[config.mk]
export PLATFORM = sky130hd
export DESIGN_NAME = bcd_scan_display
export DESIGN_NICKNAME = d
export VERILOG_FILES = /design/src/rtl/bcd_disp_pkg.sv /design/src/rtl/bcd_seg_decode.sv /design/src/rtl/bcd_scan_display.sv
export SDC_FILE = /design/constraint.sdc
export NUM_CORES = 1
export LEC_CHECK = 0
export CORE_MARGIN = 2
export CORE_UTILIZATION = 50
export DETAILED_ROUTE_END_ITERATION = 16
export GPL_TIMING_DRIVEN = 0
export PLACE_DENSITY = 0.84
export SLEW_MARGIN = 20
export SYNTH_ARGS = -nofsm -noshare
export SYNTH_HDL_FRONTEND = slang
export SYNTH_SLANG_ARGS = --single-unit
[constraint.sdc]
create_clock -name stepclk -period 4.85 [get_ports stepclk]
set_clock_uncertainty 0.2 [all_clocks]
set_input_delay 0.7275 -clock stepclk [delete_from_list [all_inputs] [get_ports stepclk]]
set_output_delay 0.7275 -clock stepclk [all_outputs]
set_load 0.05 [all_outputs]
[src/rtl/bcd_disp_pkg.sv]
// Shared constants for the BCD scan display: 7-segment patterns ({g,f,e,d,c,b,a},
// active-high) and a width helper for the scan counters.
package bcd_disp_pkg;

  localparam logic [6:0] SEG_0     = 7'h3F;
  localparam logic [6:0] SEG_1     = 7'h06;
  localparam logic [6:0] SEG_2     = 7'h5B;
  localparam logic [6:0] SEG_3     = 7'h4F;
  localparam logic [6:0] SEG_4     = 7'h66;
  localparam logic [6:0] SEG_5     = 7'h6D;
  localparam logic [6:0] SEG_6     = 7'h7D;
  localparam logic [6:0] SEG_7     = 7'h07;
  localparam logic [6:0] SEG_8     = 7'h7F;
  localparam logic [6:0] SEG_9     = 7'h6F;
  localparam logic [6:0] SEG_E     = 7'h79;
  localparam logic [6:0] SEG_BLANK = 7'h00;

  // Counter width able to hold 0..n-1; never narrower than one bit.
  function automatic int cnt_w(input int n);
    return (n > 1) ? $clog2(n) : 1;
  endfunction

endpackage

[src/rtl/bcd_seg_decode.sv]
// Combinational BCD nibble to 7-segment decoder; codes 10..15 show 'E'.
module bcd_seg_decode
  import bcd_disp_pkg::*;
(
  input  logic [3:0] nibble,
  output logic [6:0] seg
);

  // Table lookup of the segment pattern for one nibble.
  always_comb begin
    seg = SEG_E;
    case (nibble)
      4'd0:    seg = SEG_0;
      4'd1:    seg = SEG_1;
      4'd2:    seg = SEG_2;
      4'd3:    seg = SEG_3;
      4'd4:    seg = SEG_4;
      4'd5:    seg = SEG_5;
      4'd6:    seg = SEG_6;
      4'd7:    seg = SEG_7;
      4'd8:    seg = SEG_8;
      4'd9:    seg = SEG_9;
      default: seg = SEG_E;
    endcase
  end

endmodule

[src/rtl/bcd_scan_display.sv]
// Captures a packed set of BCD digits on a load strobe and time-multiplexes them
// onto one 7-segment bus with one-hot digit enables, leading-zero blanking and a
// sticky flag for non-BCD input.
module bcd_scan_display
  import bcd_disp_pkg::*;
#(
  parameter int NDIG     = 4,
  parameter int SCAN_DIV = 4,
  parameter bit BLANK_LZ = 1'b1
) (
  input  logic              stepclk,
  input  logic              reset,
  input  logic              load,
  input  logic [4*NDIG-1:0] digits,
  input  logic [NDIG-1:0]   dp_in,
  input  logic              err_clr,
  output logic [6:0]        seg_out,
  output logic              dp_out,
  output logic [NDIG-1:0]   an_out,
  output logic              err_out
);

  localparam int IDX_W = cnt_w(NDIG);
  localparam int PRE_W = cnt_w(SCAN_DIV);
  localparam logic [IDX_W-1:0] IDX_LAST = IDX_W'(NDIG - 1);
  localparam logic [PRE_W-1:0] PRE_LAST = PRE_W'(SCAN_DIV - 1);

  logic [3:0]       cap_nib_p0 [NDIG];
  logic [NDIG-1:0]  cap_dp_p0;
  logic [PRE_W-1:0] presc;
  logic [IDX_W-1:0] idx;
  logic             err_q;

  logic [6:0]       seg_p1;
  logic             dp_p1;
  logic [NDIG-1:0]  an_p1;

  logic             bad_in;
  logic [NDIG-1:0]  show_mask;
  logic [3:0]       sel_nib;
  logic [6:0]       sel_seg;

  // Flag any incoming nibble outside 0..9.
  always_comb begin
    bad_in = 1'b0;
    for (int i = 0; i < NDIG; i++) begin
      if (digits[4*i +: 4] > 4'd9) bad_in = 1'b1;
    end
  end

  // A digit is shown if it or any higher digit is nonzero; digit 0 always shows.
  always_comb begin : mask_calc
    logic nz;
    nz        = 1'b0;
    show_mask = '0;
    for (int i = NDIG - 1; i >= 0; i--) begin
      nz           = nz | (cap_nib_p0[i] != 4'd0);
      show_mask[i] = nz | (i == 0) | !BLANK_LZ;
    end
  end

  assign sel_nib = cap_nib_p0[idx];

  bcd_seg_decode u_dec (
    .nibble (sel_nib),
    .seg    (sel_seg)
  );

  // ---- stage p0: capture register ----
  // Digits and decimal points are held until the next load strobe.
  always_ff @(posedge stepclk or posedge reset) begin
    if (reset) begin
      for (int i = 0; i < NDIG; i++) cap_nib_p0[i] <= 4'd0;
      cap_dp_p0 <= '0;
    end else if (load) begin
      for (int i = 0; i < NDIG; i++) cap_nib_p0[i] <= digits[4*i +: 4];
      cap_dp_p0 <= dp_in;
    end
  end

  // Prescaler paces the scan; the digit index steps when it wraps.
  always_ff @(posedge stepclk or posedge reset) begin
    if (reset) begin
      presc <= '0;
      idx   <= '0;
    end else if (presc == PRE_LAST) begin
      presc <= '0;
      idx   <= (idx == IDX_LAST) ? '0 : idx + IDX_W'(1);
    end else begin
      presc <= presc + PRE_W'(1);
    end
  end

  // Sticky error: a bad load sets it and takes priority over a clear.
  always_ff @(posedge stepclk or posedge reset) begin
    if (reset)                err_q <= 1'b0;
    else if (load && bad_in)  err_q <= 1'b1;
    else if (err_clr)         err_q <= 1'b0;
  end

  // ---- stage p1: registered display outputs ----
  // Drive the currently indexed digit, blanking leading zeros on segments only.
  always_ff @(posedge stepclk or posedge reset) begin
    if (reset) begin
      seg_p1 <= SEG_BLANK;
      dp_p1  <= 1'b0;
      an_p1  <= '0;
    end else begin
      seg_p1 <= show_mask[idx] ? sel_seg : SEG_BLANK;
      dp_p1  <= cap_dp_p0[idx];
      an_p1  <= NDIG'(1) << idx;
    end
  end

  assign seg_out = seg_p1;
  assign dp_out  = dp_p1;
  assign an_out  = an_p1;
  assign err_out = err_q;

endmodule

**Word level (Yosys, flattened, before mapping)**

Memory sizes are Yosys's and may differ from the RTL's.
Cells that the tools add are included.

- Bits in registers: 37
- Bits in read-only memories: 112
- Input bits: 24
- Output and inout bits: 13
- Logic and storage cells: 47
- Memories: 1

Memories:

| memory | words | bits a word | read ports | clocked after Yosys merged registers in | write ports | line | source |
|---|---|---|---|---|---|---|---|
| (name not given) | 16 | 7 | 1 | 0 | 0 | bcd_seg_decode.sv:12 | `case (nibble)` |

- Add/sub/neg operators: 2
- Magnitude comparators: 6
- Eq/ne operators: 2
- Shift operators: 1
- Muxes and demuxes: 16
- Bitwise logic cells: 3
- Reduce and logical (&&, ||, !) cells: 5

Operators by type and width:

| cell | number |
|---|---|
| $gt A4 B4 Y1 const B | 4 |
| $reduce_bool A4 Y1 | 3 |
| $bmux W4 S2 | 1 |
| $mux W1 | 8 |
| $mux W4 | 2 |
| $mux W7 | 1 |
| $add A2 B1 Y2 const B | 2 |
| $bmux W1 S2 | 2 |
| $eq A2 B2 Y1 const B | 2 |
| $mux W2 | 2 |
| $shl A1 B2 Y4 const A | 1 |
| $ge A3 B3 Y1 const B | 1 |
| $lt A2 B3 Y1 const B | 1 |
| $not A2 Y3 | 1 |
| $or A1 B1 Y1 | 2 |
| $reduce_bool A2 Y1 | 1 |
| $logic_and A1 B1 Y1 | 1 |

**Logic depth before layout (Yosys ltp)**

- Depth in word-level cells: 7
- Depth in mapped cells: 7
- Depth with buffers taken out: 6

**Cells and area by module**

A second synthesis with hierarchy kept.

- Cell total of the unflattened synthesis: 126
- Area, all modules: 1731.7 µm²

By module, submodules not included:

| module | instances | cells each | area each (µm²) | seq. area each (µm²) |
|---|---|---|---|---|
| bcd_scan_display | 1 | 100 | 1541.5 | 925.9 |
| bcd_seg_decode | 1 | 26 | 190.2 | 0.0 |

**Least setup slack after synthesis**

OpenSTA, ideal clock, no wires.

- Path type: register to register
- Start point: register idx[0]
- End point: register seg_p1[0] (netlist: seg_out[0])
- Setup time: 0.073 ns
- Arrival: 1.678 ns
- Required time: 4.577 ns
- Path slack: 2.899 ns
- Stages on the path, launching flop included: 6
- Buffers on the path: 1
- Clock period less this slack: 1.951 ns
- Cells stage by stage: dfrtp_1 buf_6 mux4_1 ha_1 mux2_4 a21oi_2

- Word-level cells in the longest chain between the ends: 6
- Elaborated cells on any way between the ends: 8
- Those cells by class: mux: 6; bitwise: 1; memory: 1

Ends and longest elaborated chain:

| element | line | source |
|---|---|---|
| from (decl) | bcd_scan_display.sv:31 | `logic [IDX_W-1:0] idx;` |
| from (signal assigned) | bcd_scan_display.sv:88 | `idx <= (idx == IDX_LAST) ? '0 : idx + IDX_W'(1);` |
| $not A2 Y3 (implied by the code) | bcd_scan_display.sv:62 | `assign sel_nib = cap_nib_p0[idx];` |
| $bmux W4 S2 | bcd_scan_display.sv:62 |  |
| $mux W4 (implied by the code) (2 in series) | bcd_scan_display.sv:62 |  |
| $mem_v2 Z16 W7 | - |  |
| $mux W7 * | bcd_scan_display.sv:109 | `seg_p1 <= show_mask[idx] ? sel_seg : SEG_BLANK;` |
| to (signal assigned) | bcd_scan_display.sv:109 |  |
| to (decl) | bcd_scan_display.sv:34 | `logic [6:0] seg_p1;` |

Every way passes the cells marked *; elsewhere a longest branch is shown, timed or not. The select of a mux whose other input is x is not followed.
A chain may end at the register's enable or synchronous reset.

**Worst setup path after layout**

- Start point: register err_q (netlist: err_out)
- End point: output port err_out

RTL lines:

| element | line | source |
|---|---|---|
| from (decl) | bcd_scan_display.sv:32 | `logic err_q;` |
| from (signal assigned) | bcd_scan_display.sv:96 | `if (reset) err_q <= 1'b0;` |
| from (signal assigned) | bcd_scan_display.sv:97 | `else if (load && bad_in) err_q <= 1'b1;` |
| from (signal assigned) | bcd_scan_display.sv:98 | `else if (err_clr) err_q <= 1'b0;` |
| to (decl) | bcd_scan_display.sv:20 | `output logic err_out` |

No word-level cell between the ends.

==> flow_summary_export.csv <==
group,metric,value,unit
floorplanning,core_area,3280,um^2
timing,holdWs,232,ps
synth,netlist.area_leader.share,54.7,%
clock_network,cts_tree,"built",
power,clkPwrFrac,34.6,%
drt,vias_per_cell,5.29,
drt,wl,3.11,mm
drt,met3_length,190,um
drt,highest_layer,"met4",
timing,finalSetupViolCount,0,
timing,hold_violations,0,
floorplanning,fp.dieW,62.2,um
synth,yosysTopAreaCell,"dfrtp_1",
setup_path,worstSetupPathDepth,1,
finish,syn_to_final_growth,30.7,%
finish,seq_area,926,um^2
timing,fin_crit_sh,50.3,%
timing,fmax,410,MHz
drt,final_antenna_net_count,0,
power,ir_drop,0.000241,V
floorplanning,ios,37,
setup_path,worstSetupEndpoint,"err_out",
finish,nets,201,
drt,met1_length,1.20,mm
setup_path,critPathCaptureType,"output pin",
drt,first_pass_iters,4,
floorplanning,placementRows,21,
setup_path,reg2reg_from,"idx[0]",
synth,synth-warning-count,0,
synth,synthArstFlopShare,100,%
clock_network,ctsHoldBuffers,0,
drt,wl_met2,1.65,mm
global_routing,antenna_found_initial,0,
job,drv_cap,0,
synth,synth_cells,124,
clock_network,cts.path.max_buffers,2,
setup_path,start_kind,"flop",
timing,fin_crit,2440,ps
finish,drive_above_1_share,22.0,%
global_routing,grt_max_degree,38,
synth,avgSynthCellArea,13.7,um^2
setup_path,path_buf_inv,1,
synth,synthTopCellsByCount,"dfrtp_1 (37), mux2_2 (20), ha_1 (10), inv_1 (9), o21ai_0 (7)",
timing,slew_violations,0,
power,p_int,561,uW
timing,slew_headroom,51.7,%
place,gp_congestion,0.763,
finish,multi_input_area,704,um^2
power,leakagePower,0.000953,uW
finish,nFillCells,253,
synth,synth_edf_count,0,
clock_network,root_buffer,"clkbuf_4",
clock_network,cts_sinks,37,
synth,ys_seq_area_share,54.7,%
power,powerDensity,341,nW/um^2
drt,via_count,1132,
timing,finalSetupTns,0,ps
global_routing,grt_pass1_vias,1129,
setup_path,critPathTopFamily,"buffers and inverters",
global_routing,grt_use_total,18.4,%
drt,drtIter0Drc,32,
floorplanning,die-area,3870,um^2
power,seq_power_share,46.3,%
setup_path,crit_type,"flop to output pin",
setup_path,r2r_slack,2750,ps
floorplanning,start_util,51.6,%
power,netSwitchingFraction,25.8,%
setup_path,worst-path-max-fanout,2,
setup_path,crit_path_start,"err_out",
setup_path,crit_slowest_cell,"clkdlybuf4s50_1",
setup_path,path_cells,"clkdlybuf4s50_1",
synth,synth_fp_nets,158,
setup_path,slowest_delay,800,ps
power,power,756,uW
clock_network,insertion_delay,350,ps
clock_network,htree_levels,2,
global_routing,grt_pass1_wl,5.30,mm
setup_path,reg2reg_depth,6,
drt,post_drt_wl_per_cell,14.5,um
power,power.net_switching,195,uW
worst_hold_path,hp-class,"flop to flop",
place,hpwl,2.40,mm
timing,rsz0062_at_grt,"false",
clock_network,cts_buffers,5,
synth,netlist_area,1690,um^2
clock_network,clk_pin_slew_worst_paths,110,ps
synth,post-synth-top-count-cell,"dfrtp_1",
floorplanning,chipHeight,62.2,um
synth,ys.flop_type,"dfrtp_1",
clock_network,post-cts-setup-buffer-count,0,
power,combPwrFrac,19.1,%
timing,worst_pin_slew,723,ps
drt,remaining_drc_errors,0,
run_status,status,"finished clean",
synth,synth_seq_cells,37,
setup_path,timing.rr.end,"seg_out[4]",
setup_path,cp.required,3920,ps
place,portBuffers,36,
clock_network,postCtsResizedCells,0,
setup_path,arrival,1510,ps
synth,synth_area_leaders,"dfrtp_1 (55%), mux2_2 (13%), ha_1 (7.4%), mux4_1 (3.1%), mux4_2 (2.7%)",
synth,synth_cell_types,25,
global_routing,overflow,0,
finish,diodes,0,
[stage by stage]
stage | setup slack (ps) | instance area, um^2 | utilization (%) | std cells
5_1_grt | 2340 | 2210 | 67.4 | 214
2_1_floorplan | 2900 | 1690 | - | 124
3_3_place_gp | 2370 | 2110 | 64.3 | 206
6_report | 2410 | 2210 | 67.4 | 214
3_5_place_dp | 2420 | 2110 | 64.3 | 206
4_1_cts | 2390 | 2210 | 67.4 | 214
[cell usage in the layout, fill, tap and decap left out, types with 2 or more instances in the layout]
cell type,instances
clkbuf_4,5
o21ai_0,7
mux4_1,2
nand2_1,6
bufinv_16,2
dfrtp_1,37
mux2_2,20
mux2_4,2
clkbuf_1,2
clkdlybuf4s50_1,36
nand3_1,2
mux2i_1,3
ha_1,10
nor2_1,4
mux4_2,2
a21oi_1,6
buf_6,2
inv_1,8
[registers in the layout (all words and copies together), names as in the netlist]
register / count
cap_nib_p0: 16
presc: 2
dp_out: 1
cap_dp_p0: 4
an_out: 4
err_out: 1
seg_out: 7
idx: 2
[kinds of logic (layout without fill, tap and decap cells)]
group,Yosys count,after routing,synth area share (%)
and+or+nand+nor,17,17,5.39
DFF,37,37,54.7
buffers and inverters,13,57,3.77
AOI/OAI and AO/OA,18,18,6.20
muxes,29,29,22.6
adders and majority gates,10,10,7.39
[worst min-delay path by stage]
stage	end	slack [ps]	cells after the start	from
floorplan	presc[0]	200	1	presc[0]
global placement	presc[0]	210	1	presc[0]
detailed placement	presc[0]	220	1	presc[0]
CTS	presc[0]	240	1	presc[0]
global route	presc[0]	270	1	presc[0]
finish	presc[0]	230	1	presc[0]
[power by group through the flow]
stage	Combinational (uW)	Sequential, uW	Clock, uW
2_1_floorplan	57.9	387	0
3_5_place_dp	146	356	0
3_3_place_gp	140	354	0
5_1_grt	155	353	283
4_1_cts	146	350	265
6_report	145	350	262
[final cells by class]
type / count / area share [%]
plain buffers: 4 / 1.36
clock buffers: 5 / 1.69
clock inverters: 3 / 2.94
inverters: 9 / 1.53
multi-input cells: 74 / 31.8
flip-flops and latches: 37 / 41.8
well taps: 46 / 2.60
repair buffers: 36 / 16.3
[routing by layer]
| metal | track usage (%) | vias to the layer above |
|---|---|---|
| li1 | - | 524 |
| met1 | 20.5 | 559 |
| met2 | 31.7 | 42 |
| met3 | 5.98 | 7 |
| met4 | 9.17 | 0 |
| met5 | 0 | - |
Note: power is estimated with default switching activity, not from simulation.
